`src/rtl/mano_bus_sink.sv`:
```
// Register file and memory-write sink for a Mano-style common-bus CPU datapath.
// Latency: register updates take effect one edge after their enable; mem_req rises the cycle after mem_write.
// Backpressure: one write in flight; mem_write while busy is dropped and flagged by a one-cycle wr_drop pulse.
`timescale 1ns/1ps
module mano_bus_sink #(
  parameter int ADDR_W = 12
) (
  input  logic              clk,
  input  logic              rst,
  input  logic [15:0]       bus_data,
  input  logic [5:0]        ld_vec,
  input  logic [5:0]        inc_vec,
  input  logic [5:0]        clr_vec,
  input  logic              sc_inc,
  input  logic              sc_clr,
  input  logic              mem_write,
  input  logic              mem_ack,
  output logic [ADDR_W-1:0] ar,
  output logic [ADDR_W-1:0] pc,
  output logic [15:0]       dr,
  output logic [15:0]       ac,
  output logic [15:0]       ir,
  output logic [15:0]       tr,
  output logic [3:0]        sc,
  output logic [15:0]       t_dec,
  output logic              mem_req,
  output logic [ADDR_W-1:0] mem_addr,
  output logic [15:0]       mem_wdata,
  output logic              wr_busy,
  output logic              wr_drop
);

  // Bit positions inside ld_vec / inc_vec / clr_vec.
  localparam int IDX_AR = 0;
  localparam int IDX_PC = 1;
  localparam int IDX_DR = 2;
  localparam int IDX_AC = 3;
  localparam int IDX_IR = 4;
  localparam int IDX_TR = 5;

  typedef enum logic {
    S_IDLE = 1'b0,
    S_REQ  = 1'b1
  } state_t;

  // Architectural registers.
  logic [ADDR_W-1:0] r_ar;
  logic [ADDR_W-1:0] r_pc;
  logic [15:0]       r_dr;
  logic [15:0]       r_ac;
  logic [15:0]       r_ir;
  logic [15:0]       r_tr;
  logic [3:0]        r_sc;

  // Write-port state.
  state_t            r_state;
  logic [ADDR_W-1:0] r_mem_addr;
  logic [15:0]       r_mem_wdata;
  logic              r_wr_drop;

  // Next-state values.
  logic [ADDR_W-1:0] w_ar_nxt;
  logic [ADDR_W-1:0] w_pc_nxt;
  logic [15:0]       w_dr_nxt;
  logic [15:0]       w_ac_nxt;
  logic [15:0]       w_ir_nxt;
  logic [15:0]       w_tr_nxt;
  logic [3:0]        w_sc_nxt;
  state_t            w_state_nxt;
  logic              w_busy;
  logic              w_wr_accept;
  logic              w_wr_reject;
  logic [15:0]       w_t_dec;

  // Address-width register update: load beats increment beats clear, else hold.
  // Load keeps only the low ADDR_W bits of the bus; increment wraps silently.
  function automatic logic [ADDR_W-1:0] f_upd_addr(
    input logic [ADDR_W-1:0] cur,
    input logic [15:0]       d,
    input logic              ld,
    input logic              inc,
    input logic              clr
  );
    logic [ADDR_W-1:0] v;
    v = cur;
    if (ld) begin
      v = d[ADDR_W-1:0];
    end else if (inc) begin
      v = cur + ADDR_W'(1);
    end else if (clr) begin
      v = '0;
    end
    return v;
  endfunction

  // 16-bit register update with the same priority; increment wraps 0xFFFF -> 0.
  function automatic logic [15:0] f_upd_word(
    input logic [15:0] cur,
    input logic [15:0] d,
    input logic        ld,
    input logic        inc,
    input logic        clr
  );
    logic [15:0] v;
    v = cur;
    if (ld) begin
      v = d;
    end else if (inc) begin
      v = cur + 16'd1;
    end else if (clr) begin
      v = '0;
    end
    return v;
  endfunction

  // Address registers: each has its own enable triple, so all may change together.
  always_comb begin
    w_ar_nxt = f_upd_addr(r_ar, bus_data, ld_vec[IDX_AR], inc_vec[IDX_AR], clr_vec[IDX_AR]);
    w_pc_nxt = f_upd_addr(r_pc, bus_data, ld_vec[IDX_PC], inc_vec[IDX_PC], clr_vec[IDX_PC]);
  end

  // Data registers: independent of each other and of AR/PC.
  always_comb begin
    w_dr_nxt = f_upd_word(r_dr, bus_data, ld_vec[IDX_DR], inc_vec[IDX_DR], clr_vec[IDX_DR]);
    w_ac_nxt = f_upd_word(r_ac, bus_data, ld_vec[IDX_AC], inc_vec[IDX_AC], clr_vec[IDX_AC]);
    w_ir_nxt = f_upd_word(r_ir, bus_data, ld_vec[IDX_IR], inc_vec[IDX_IR], clr_vec[IDX_IR]);
    w_tr_nxt = f_upd_word(r_tr, bus_data, ld_vec[IDX_TR], inc_vec[IDX_TR], clr_vec[IDX_TR]);
  end

  // Sequence counter: clear wins over increment; increment wraps 15 -> 0.
  always_comb begin
    w_sc_nxt = r_sc;
    if (sc_clr) begin
      w_sc_nxt = 4'd0;
    end else if (sc_inc) begin
      w_sc_nxt = r_sc + 4'd1;
    end
  end

  // Timing-signal decode: exactly one bit set, at position sc.
  always_comb begin
    w_t_dec        = '0;
    w_t_dec[r_sc]  = 1'b1;
  end

  // Register file and sequence counter; reset overrides every enable.
  always_ff @(posedge clk) begin
    if (rst) begin
      r_ar <= '0;
      r_pc <= '0;
      r_dr <= '0;
      r_ac <= '0;
      r_ir <= '0;
      r_tr <= '0;
      r_sc <= '0;
    end else begin
      r_ar <= w_ar_nxt;
      r_pc <= w_pc_nxt;
      r_dr <= w_dr_nxt;
      r_ac <= w_ac_nxt;
      r_ir <= w_ir_nxt;
      r_tr <= w_tr_nxt;
      r_sc <= w_sc_nxt;
    end
  end

  // Write FSM state register; reset abandons any write in flight.
  always_ff @(posedge clk) begin
    if (rst) begin
      r_state <= S_IDLE;
    end else begin
      r_state <= w_state_nxt;
    end
  end

  // Write FSM next state: IDLE takes a request, REQ waits for ack; ack in IDLE is ignored.
  always_comb begin
    w_state_nxt = r_state;
    case (r_state)
      S_IDLE: begin
        if (mem_write) begin
          w_state_nxt = S_REQ;
        end
      end
      S_REQ: begin
        if (mem_ack) begin
          w_state_nxt = S_IDLE;
        end
      end
      default: begin
        w_state_nxt = S_IDLE;
      end
    endcase
  end

  // Write FSM outputs: request is simply "in REQ"; accept/reject classify mem_write.
  always_comb begin
    w_busy      = (r_state == S_REQ);
    w_wr_accept = (r_state == S_IDLE) && mem_write;
    w_wr_reject = (r_state == S_REQ) && mem_write;
  end

  // Capture address/data only when a write is accepted, so they stay stable while REQ.
  // r_ar here is the pre-edge value, so a same-cycle AR load does not leak into the write.
  always_ff @(posedge clk) begin
    if (rst) begin
      r_mem_addr  <= '0;
      r_mem_wdata <= '0;
    end else if (w_wr_accept) begin
      r_mem_addr  <= r_ar;
      r_mem_wdata <= bus_data;
    end
  end

  // Drop flag: one-cycle pulse after a mem_write that arrived while busy (ack cycle included).
  always_ff @(posedge clk) begin
    if (rst) begin
      r_wr_drop <= 1'b0;
    end else begin
      r_wr_drop <= w_wr_reject;
    end
  end

  assign ar        = r_ar;
  assign pc        = r_pc;
  assign dr        = r_dr;
  assign ac        = r_ac;
  assign ir        = r_ir;
  assign tr        = r_tr;
  assign sc        = r_sc;
  assign t_dec     = w_t_dec;
  assign wr_busy   = w_busy;
  assign mem_req   = w_busy;
  assign mem_addr  = r_mem_addr;
  assign mem_wdata = r_mem_wdata;
  assign wr_drop   = r_wr_drop;

endmodule

```
`config.mk`:
```
export PLATFORM = sky130hd
export DESIGN_NAME = mano_bus_sink
export DESIGN_NICKNAME = d
export VERILOG_FILES = /design/src/rtl/mano_bus_sink.sv
export SDC_FILE = /design/constraint.sdc
export NUM_CORES = 1
export LEC_CHECK = 0
export CAP_MARGIN = 20
export CORE_MARGIN = 3
export CORE_UTILIZATION = 49
export CTS_CLUSTER_SIZE = 24
export DETAILED_ROUTE_END_ITERATION = 6
export PLACE_DENSITY = 0.81
export SYNTH_ARGS = -nofsm -noshare
export SYNTH_HDL_FRONTEND = slang
export SYNTH_SLANG_ARGS = --single-unit
```
`constraint.sdc`:
```
create_clock -name clk -period 1.9 [get_ports clk]
set_clock_uncertainty 0.05 [all_clocks]
set_input_delay 0.38 -clock clk [delete_from_list [all_inputs] [get_ports clk]]
set_output_delay 0.38 -clock clk [all_outputs]
set_load 0.005 [all_outputs]
```
* Word level (Yosys, flattened, before mapping)
Index checks and enable logic that the tools add are counted.
** Operators by class
- Mux-type cells :: 23
- Reduce and logical (&&, ||, !) cells :: 10
- Equal/unequal tests :: 0
- $add $sub $neg :: 7
- $mul :: 0
- Magnitude comparators :: 2
- Bitwise logic cells :: 1
- Shifts and indexed selects :: 0
- Divide/modulo/power cells :: 0
** Operators by type and width (count)
- $mux 16 :: 12
- $mux 12 :: 6
- $add 16x1->16 const B :: 4
- $add 12x1->12 const B :: 2
- $reduce_bool 3->1 :: 6
- $lt 4x5->1 const B :: 1
- $add 4x1->4 const B :: 1
- $demux 1 s4 :: 1
- $ge 4x1->1 const B :: 1
- $logic_and 1x1->1 :: 3
- $mux 1 :: 3
- $pmux 1 s2 :: 1
- $reduce_or 2->1 :: 1
- $not 1->1 :: 1
** Word-level totals
- Flip-flop bits (word level) :: 122
- Bits in read-only memories :: 0
- Bits of input ports :: 40
- Memory bits (writable) :: 0
- Memories kept :: 0
- Output and inout port bits :: 139
- Latch bits :: 0
- Logic and storage cells :: 54

* Depth between registers and ports, before layout
Gate-level depths: netlist of the first run.
- Depth after elaboration :: 4
- Mapped depth :: 6
- Mapped depth without buffers :: 5

* Worst setup path before layout of the first run
OpenSTA, ideal clock, no wires.
- Kind :: flip-flop to flip-flop
- Start :: reg r_dr[0] (netlist: dr[0])
- End :: reg r_dr[10] (netlist: dr[10])
- Data required time :: 1733 ps
- Data arrival time :: 1478 ps
- Path buffers :: 0
- Path slack :: 254 ps
- Library setup time :: 117 ps
- Clock period less this slack :: 1646 ps
- Stages on the path, launching flop included :: 5
- Path through :: dfxtp_1 -> ha_1 -> nand3_1 -> or4_1 -> a32o_1
** On the way
- Cells in the longest elaborated chain, start to end :: 3
** RTL lines
- start, declared :: RTL line 49 : logic [15:0] r_dr;
- start signal, assigned :: RTL line 159 : r_dr <= w_dr_nxt;
- $add 16x1->16 :: RTL line 109 : v = cur + 16'd1;
- $mux 16 :: RTL line 108 : end else if (inc) begin
- $mux 16 :: RTL line 106 : if (ld) begin
No other way between the ends.
A chain may end at the register's enable or synchronous reset.

* Final worst setup path of the first run
- Start :: reg r_ar[5] (netlist: ar[5])
- End :: out ar[5]
** RTL lines
- start, declared :: RTL line 47 : logic [ADDR_W-1:0] r_ar;
- start signal, assigned :: RTL line 157 : r_ar <= w_ar_nxt;
- end, declared :: RTL line 18 : output logic [ADDR_W-1:0] ar,
No word-level cell between the ends.

==> run metrics, run 1 <==
Hold WC Path Type input port to flop; CTS tree done; PortBufs between 150 and 200; Vias/cell 6.06; Yosys top cell area share 0.370; final hold violations 0; vias in the first global route between 7000 and 8000; Iter 0 DRT Violations 776; share of layout cells above drive strength 1 0.183; Routed Antenna Nets 0; CP Max Fanout 5; Syn Area/Cell 8.15 µm²; sequential-to-total area share from yosys stat 0.370; ys flop type dfxtp_1; die height roughly 120 µm; asr flop ratio synth 0; Root Buffer clkbuf_16; pwr dens around 770 nW/µm²; crit start category flop; Leakage Power 3.65 nW; Post-Syn Nets 860; fmax about 540 MHz; placed cells about 1200; fin area between 9000 and 10000 µm²; first-pass GRT wire length between 30000 and 40000 µm; Least-Margin Pin Slew 535 ps; kind of critical path flop to output pin; WP buf/inv 2; max cap viols 0; Final Setup Violations 0; Ys Warns 0; clock buffer depth 2; clock slew at reported path FFs 50 ps; relative slew slack 0.642; GRT Total Usage 0.301; drt first pass iters 6; cell count after synthesis 810; detailed placement HPWL ~15000 µm; CTS buffer count 17; Yosys cell types slightly below 70; largest net degree at the start of global routing 36; Peak VDD IR slightly below 600 µV; slowest cell on the critical path clkdlybuf4s50_1; H-tree Lvls 4; CP top delay family buffers and inverters; area leader, netlist dfxtp_1; final wirelength 22600 µm; Placeable Area around 13000 µm²; fin crit share 0.983; worst-skew pair later-pin latency ~420 ps; post-placement cell area ~9000 µm²; Yosys reg bits 122; routability congestion estimate 0.911; total power 0.00748 W; nets between 1000 and 1500; Hold-fix buffers, CTS 0; top cells by area, synth dfxtp_1 (37%), nand2_1 (5.6%), a21oi_1 (4.8%); Worst path max stage delay 520 ps; die extent in x roughly 120 µm; Cell Area, Synth 6600 µm²; Initial Util 0.512; number of flops mapped to enable cells by yosys 0; Data arrival, critical path 1440 ps; RSZ-0062 raised after global routing false; die area about 15000 µm²; CP endpoint kind output pin; most frequent cells in the layout clkdlybuf4s50_1 (158), dfxtp_1 (100), nand2_1 (99); Crit path required time approximately 1500 ps; CP cell instances buf_4 > clkdlybuf4s50_1; Slew Viols, Final 0; Row Count roughly 40; TritonCTS sink count 122; most common cell after layout, fill and taps aside clkdlybuf4s50_1; initial antenna violation count 0; number of I/O pins 179; # DRC 0; outcome complete, no violations; DR WL/cell 18.4 µm; total grt overflow 0; Setup TNS 0 ps; # diodes 0; Post-Layout Cell Count 1229; Area Overhead vs Synth 48.1%; DR vias ~7400; Final Critical Period 1870 ps; fill cell count 941
## stage by stage
step | worst slack, ps | utilization | hold WS (ps)
after global routing | 0.0214 | 0.759 | 279
after CTS | -33.9 | 0.757 | 257
after global placement | -91.8 | 0.699 | 391
after detailed placement | -159 | 0.699 | 396
final | 31.5 | 0.759 | 270
after floorplan | 254 | - | 403
## sequential cells by signal, summed over array words and instances (netlist names), 4 cells and up
name       flops
ac            16
dr            16
ir            16
mem_wdata     16
tr            16
ar            12
mem_addr      12
pc            12
sc             4
## path summary, 6_finish.rpt
check | start | end | slack, ps | depth (start not counted)
setup / recovery | ar[5] | ar[5] | 30 | 2
hold / removal | rst | ac[3] | 270 | 2
setup reg to reg | ac[1] | ac[12] | 110 | 5
hold reg to reg | mem_addr[9] | mem_addr[9] | 400 | 2
## metal layers
layer,global-route usage,wire length (µm),vias to the layer above
li1,-,-,3482
met4,0.148,793,0
met5,0,0,-
met2,0.497,10800,392
met3,0.0669,2030,66
met1,0.371,9050,3509
## worst reg2reg max path, stage by stage (launching register included)
cell	delay, ps
dfxtp_2	360
ha_1	240
nand3_1	220
nor4_1	100
or4b_2	620
o211ai_1	110
## final cells by class
| cell class | instances | area [µm²] | share of cell area |
|---|---|---|---|
| timing repair buffer | 272 | 2470 | 0.253 |
| inverter | 16 | 62.6 | 0.00640 |
| tap | 172 | 215 | 0.0220 |
| multi-input combinational | 615 | 3910 | 0.400 |
| clock buffer | 20 | 457 | 0.0468 |
| sequential | 122 | 2480 | 0.254 |
| clock inverter | 12 | 171 | 0.0175 |
## cells in the mapped netlist, drive strengths merged, types with 7 or more instances
library cell and count:
a21oi 63, a221oi 9, a22oi 37, a31oi 16, and2 15, and3 14
and4 7, buf 21, clkbuf 36, dfxtp 122, ha 10, inv 16
mux2i 14, nand2 99, nand2b 12, nand3 29, nand4 23, nor2 46
nor2b 19, nor3 22, nor4 13, o21ai 24, o22ai 25, or3b 9
xnor2 22, xor2 13
## kinds of logic after synthesis
family / count (synthesis) / synth area share
AOI/OAI and AO/OA: 219 / 0.219
xor gates and xnor gates: 35 / 0.0465
adders and majority gates: 10 / 0.0190
buffers and inverters: 73 / 0.0487
DFF: 122 / 0.370
muxes: 17 / 0.0264
and+or+nand+nor: 334 / 0.270
## where the power goes
| part | switching (W) | leakage [nW] | internal, W | total (W) |
|---|---|---|---|---|
| clock | 0.00118 | 0.302 | 0.00225 | 0.00344 |
| sequential | 0.000176 | 1.01 | 0.00270 | 0.00288 |
| combinational | 0.000532 | 2.33 | 0.000629 | 0.00116 |
| total | 0.00189 | 3.65 | 0.00558 | 0.00748 |
## what timing repair did
| action | in CTS | in global routing |
|---|---|---|
| endpoints found under the setup margin | 19 | 32 |
| setup buffers | 6 | 1 |
| pin swaps | 1 | 1 |
| gates resized for setup | 51 | 35 |
Note: power is estimated with default switching activity, not from simulation.
==> run 2: changes to the inputs <==
- ABC_CLOCK_PERIOD_IN_PS: not set -> 1900
- CORE_MARGIN: 3 -> not set
- HOLD_SLACK_MARGIN: not set -> 0.1
==> run metrics, run 2 (synthesis results as in run 1) <==
Post-Layout Cell Count roughly 1200; # diodes 0; Reg power frac 0.398; Row Count between 40 and 50; Final Setup Violations 0; DR WL/cell ~18 µm; placed cells 1182; Hold WC Path Type input port to flop; Sw Ratio 0.252; Iter 0 DRT Violations between 700 and 800; fmax ~530 MHz; Area Overhead vs Synth 47.2%; Peak VDD IR 661 µV; final hold violations 0; DR vias around 7300; Clock power frac 0.444; max cap viols 0; first-pass GRT wire length approximately 35000 µm; largest net degree at the start of global routing 38; crit start category flop; Combinational Power Share 0.157; most common cell after layout, fill and taps aside clkdlybuf4s50_1; total grt overflow 0; Hold WS 287 ps; die height 118 µm; Placeable Area approximately 13000 µm²; final wirelength roughly 22000 µm; fin crit share 0.992; Routed Antenna Nets 0; Least-Margin Pin Slew slightly above 500 ps; Final Critical Period between 1500 and 2000 ps; CP Max Fanout 4; clock buffer depth 2; CTS tree done; worst-skew pair later-pin latency 420 ps; Slew Viols, Final 0; CTS buffer count 17; drt first pass iters 7; vias in the first global route 6724; GRT Total Usage 0.312; Root Buffer clkbuf_16; CP endpoint kind output pin; relative slew slack 0.661; detailed placement HPWL 14500 µm; TritonCTS sink count ~120; outcome finished with violations; routability congestion estimate slightly below 0.9; Leakage Power about 3.7 nW; total power 0.00723 W; Setup TNS 0 ps; number of I/O pins approximately 180; PortBufs 178; Vias/cell between 5 and 6; violated checks design-rule violations; die extent in x 118 µm; Data arrival, critical path around 1500 ps; die area around 14000 µm²; Crit path required time 1470 ps; initial antenna violation count 0; share of layout cells above drive strength 1 0.163; internal power around 0.0054 W; # DRC 3; final worst setup slack between 15 and 20 ps; Net Switching ~0.0018 W; kind of critical path flop to output pin; nets approximately 1100; H-tree Lvls 4; most frequent cells in the layout clkdlybuf4s50_1 (160), dfxtp_1 (106), nand2_1 (99); pwr dens about 740 nW/µm²; Initial Util 0.500; post-place setup slack -161 ps; fill cell count around 980; clock slew at reported path FFs around 60 ps
-- run 2: stage by stage --
| step | utilization | instance area [µm²] |
|---|---|---|
| floorplan | - | 6600 |
| global placement | 0.676 | 8910 |
| detailed placement | 0.676 | 8910 |
| CTS | 0.729 | 9610 |
| global route | 0.736 | 9710 |
| finish | 0.736 | 9710 |
-- run 2: timing repair --
item	4_1_cts	5_1_grt
gates resized for setup	38	29
endpoints found under the setup margin	18	24
buffers inserted	4	8
hold buffers	0	0
pin swaps	2	4
-- run 2: final timing paths --
| path | from | to | slack (ps) | depth (start not counted) |
|---|---|---|---|---|
| setup reg to reg | ac[1] | ac[12] | 120 | 5 |
| hold / removal | rst | tr[0] | 290 | 2 |
| hold reg to reg | mem_wdata[2] | mem_wdata[2] | 400 | 2 |
| setup / recovery | sc[0] | t_dec[14] | 20 | 4 |
-- run 2: layout make-up --
type	instances	area (µm²)	area share
multi-input combinational	615	3910	0.403
sequential	122	2470	0.255
timing repair buffer	265	2450	0.253
clock buffer	24	502	0.0517
tap	176	220	0.0227
clock inverter	7	88.8	0.00915
inverter	16	65.1	0.00670
-- run 2: routing by layer --
layer	track usage	part of all wire
met1	0.416	0.42
met2	0.497	0.47
met3	0.0707	0.088
met4	0.106	0.022
met5	0	0
-- run 2: power by group through the flow --
stage	sequential, W	clock, W	combinational (W)
detailed placement	0.00292	0	0.00111
floorplan	0.00291	0	0.000467
global route	0.00290	0.00337	0.00123
CTS	0.00287	0.00324	0.00113
global placement	0.00292	0	0.00109
finish	0.00288	0.00321	0.00114
-- run 2: worst max-delay path: stages, from the launching register on --
cell and delay (ps):
dfxtp_4 390, inv_4 60, ha_4 180, and3_1 210
clkdlybuf4s15_1 200
==> run 3: changes to the inputs <==
- CTS_CLUSTER_DIAMETER: not set -> 200
==> results of run 3 <==
Final layout, timing and power as in run 2 (identical DEF).
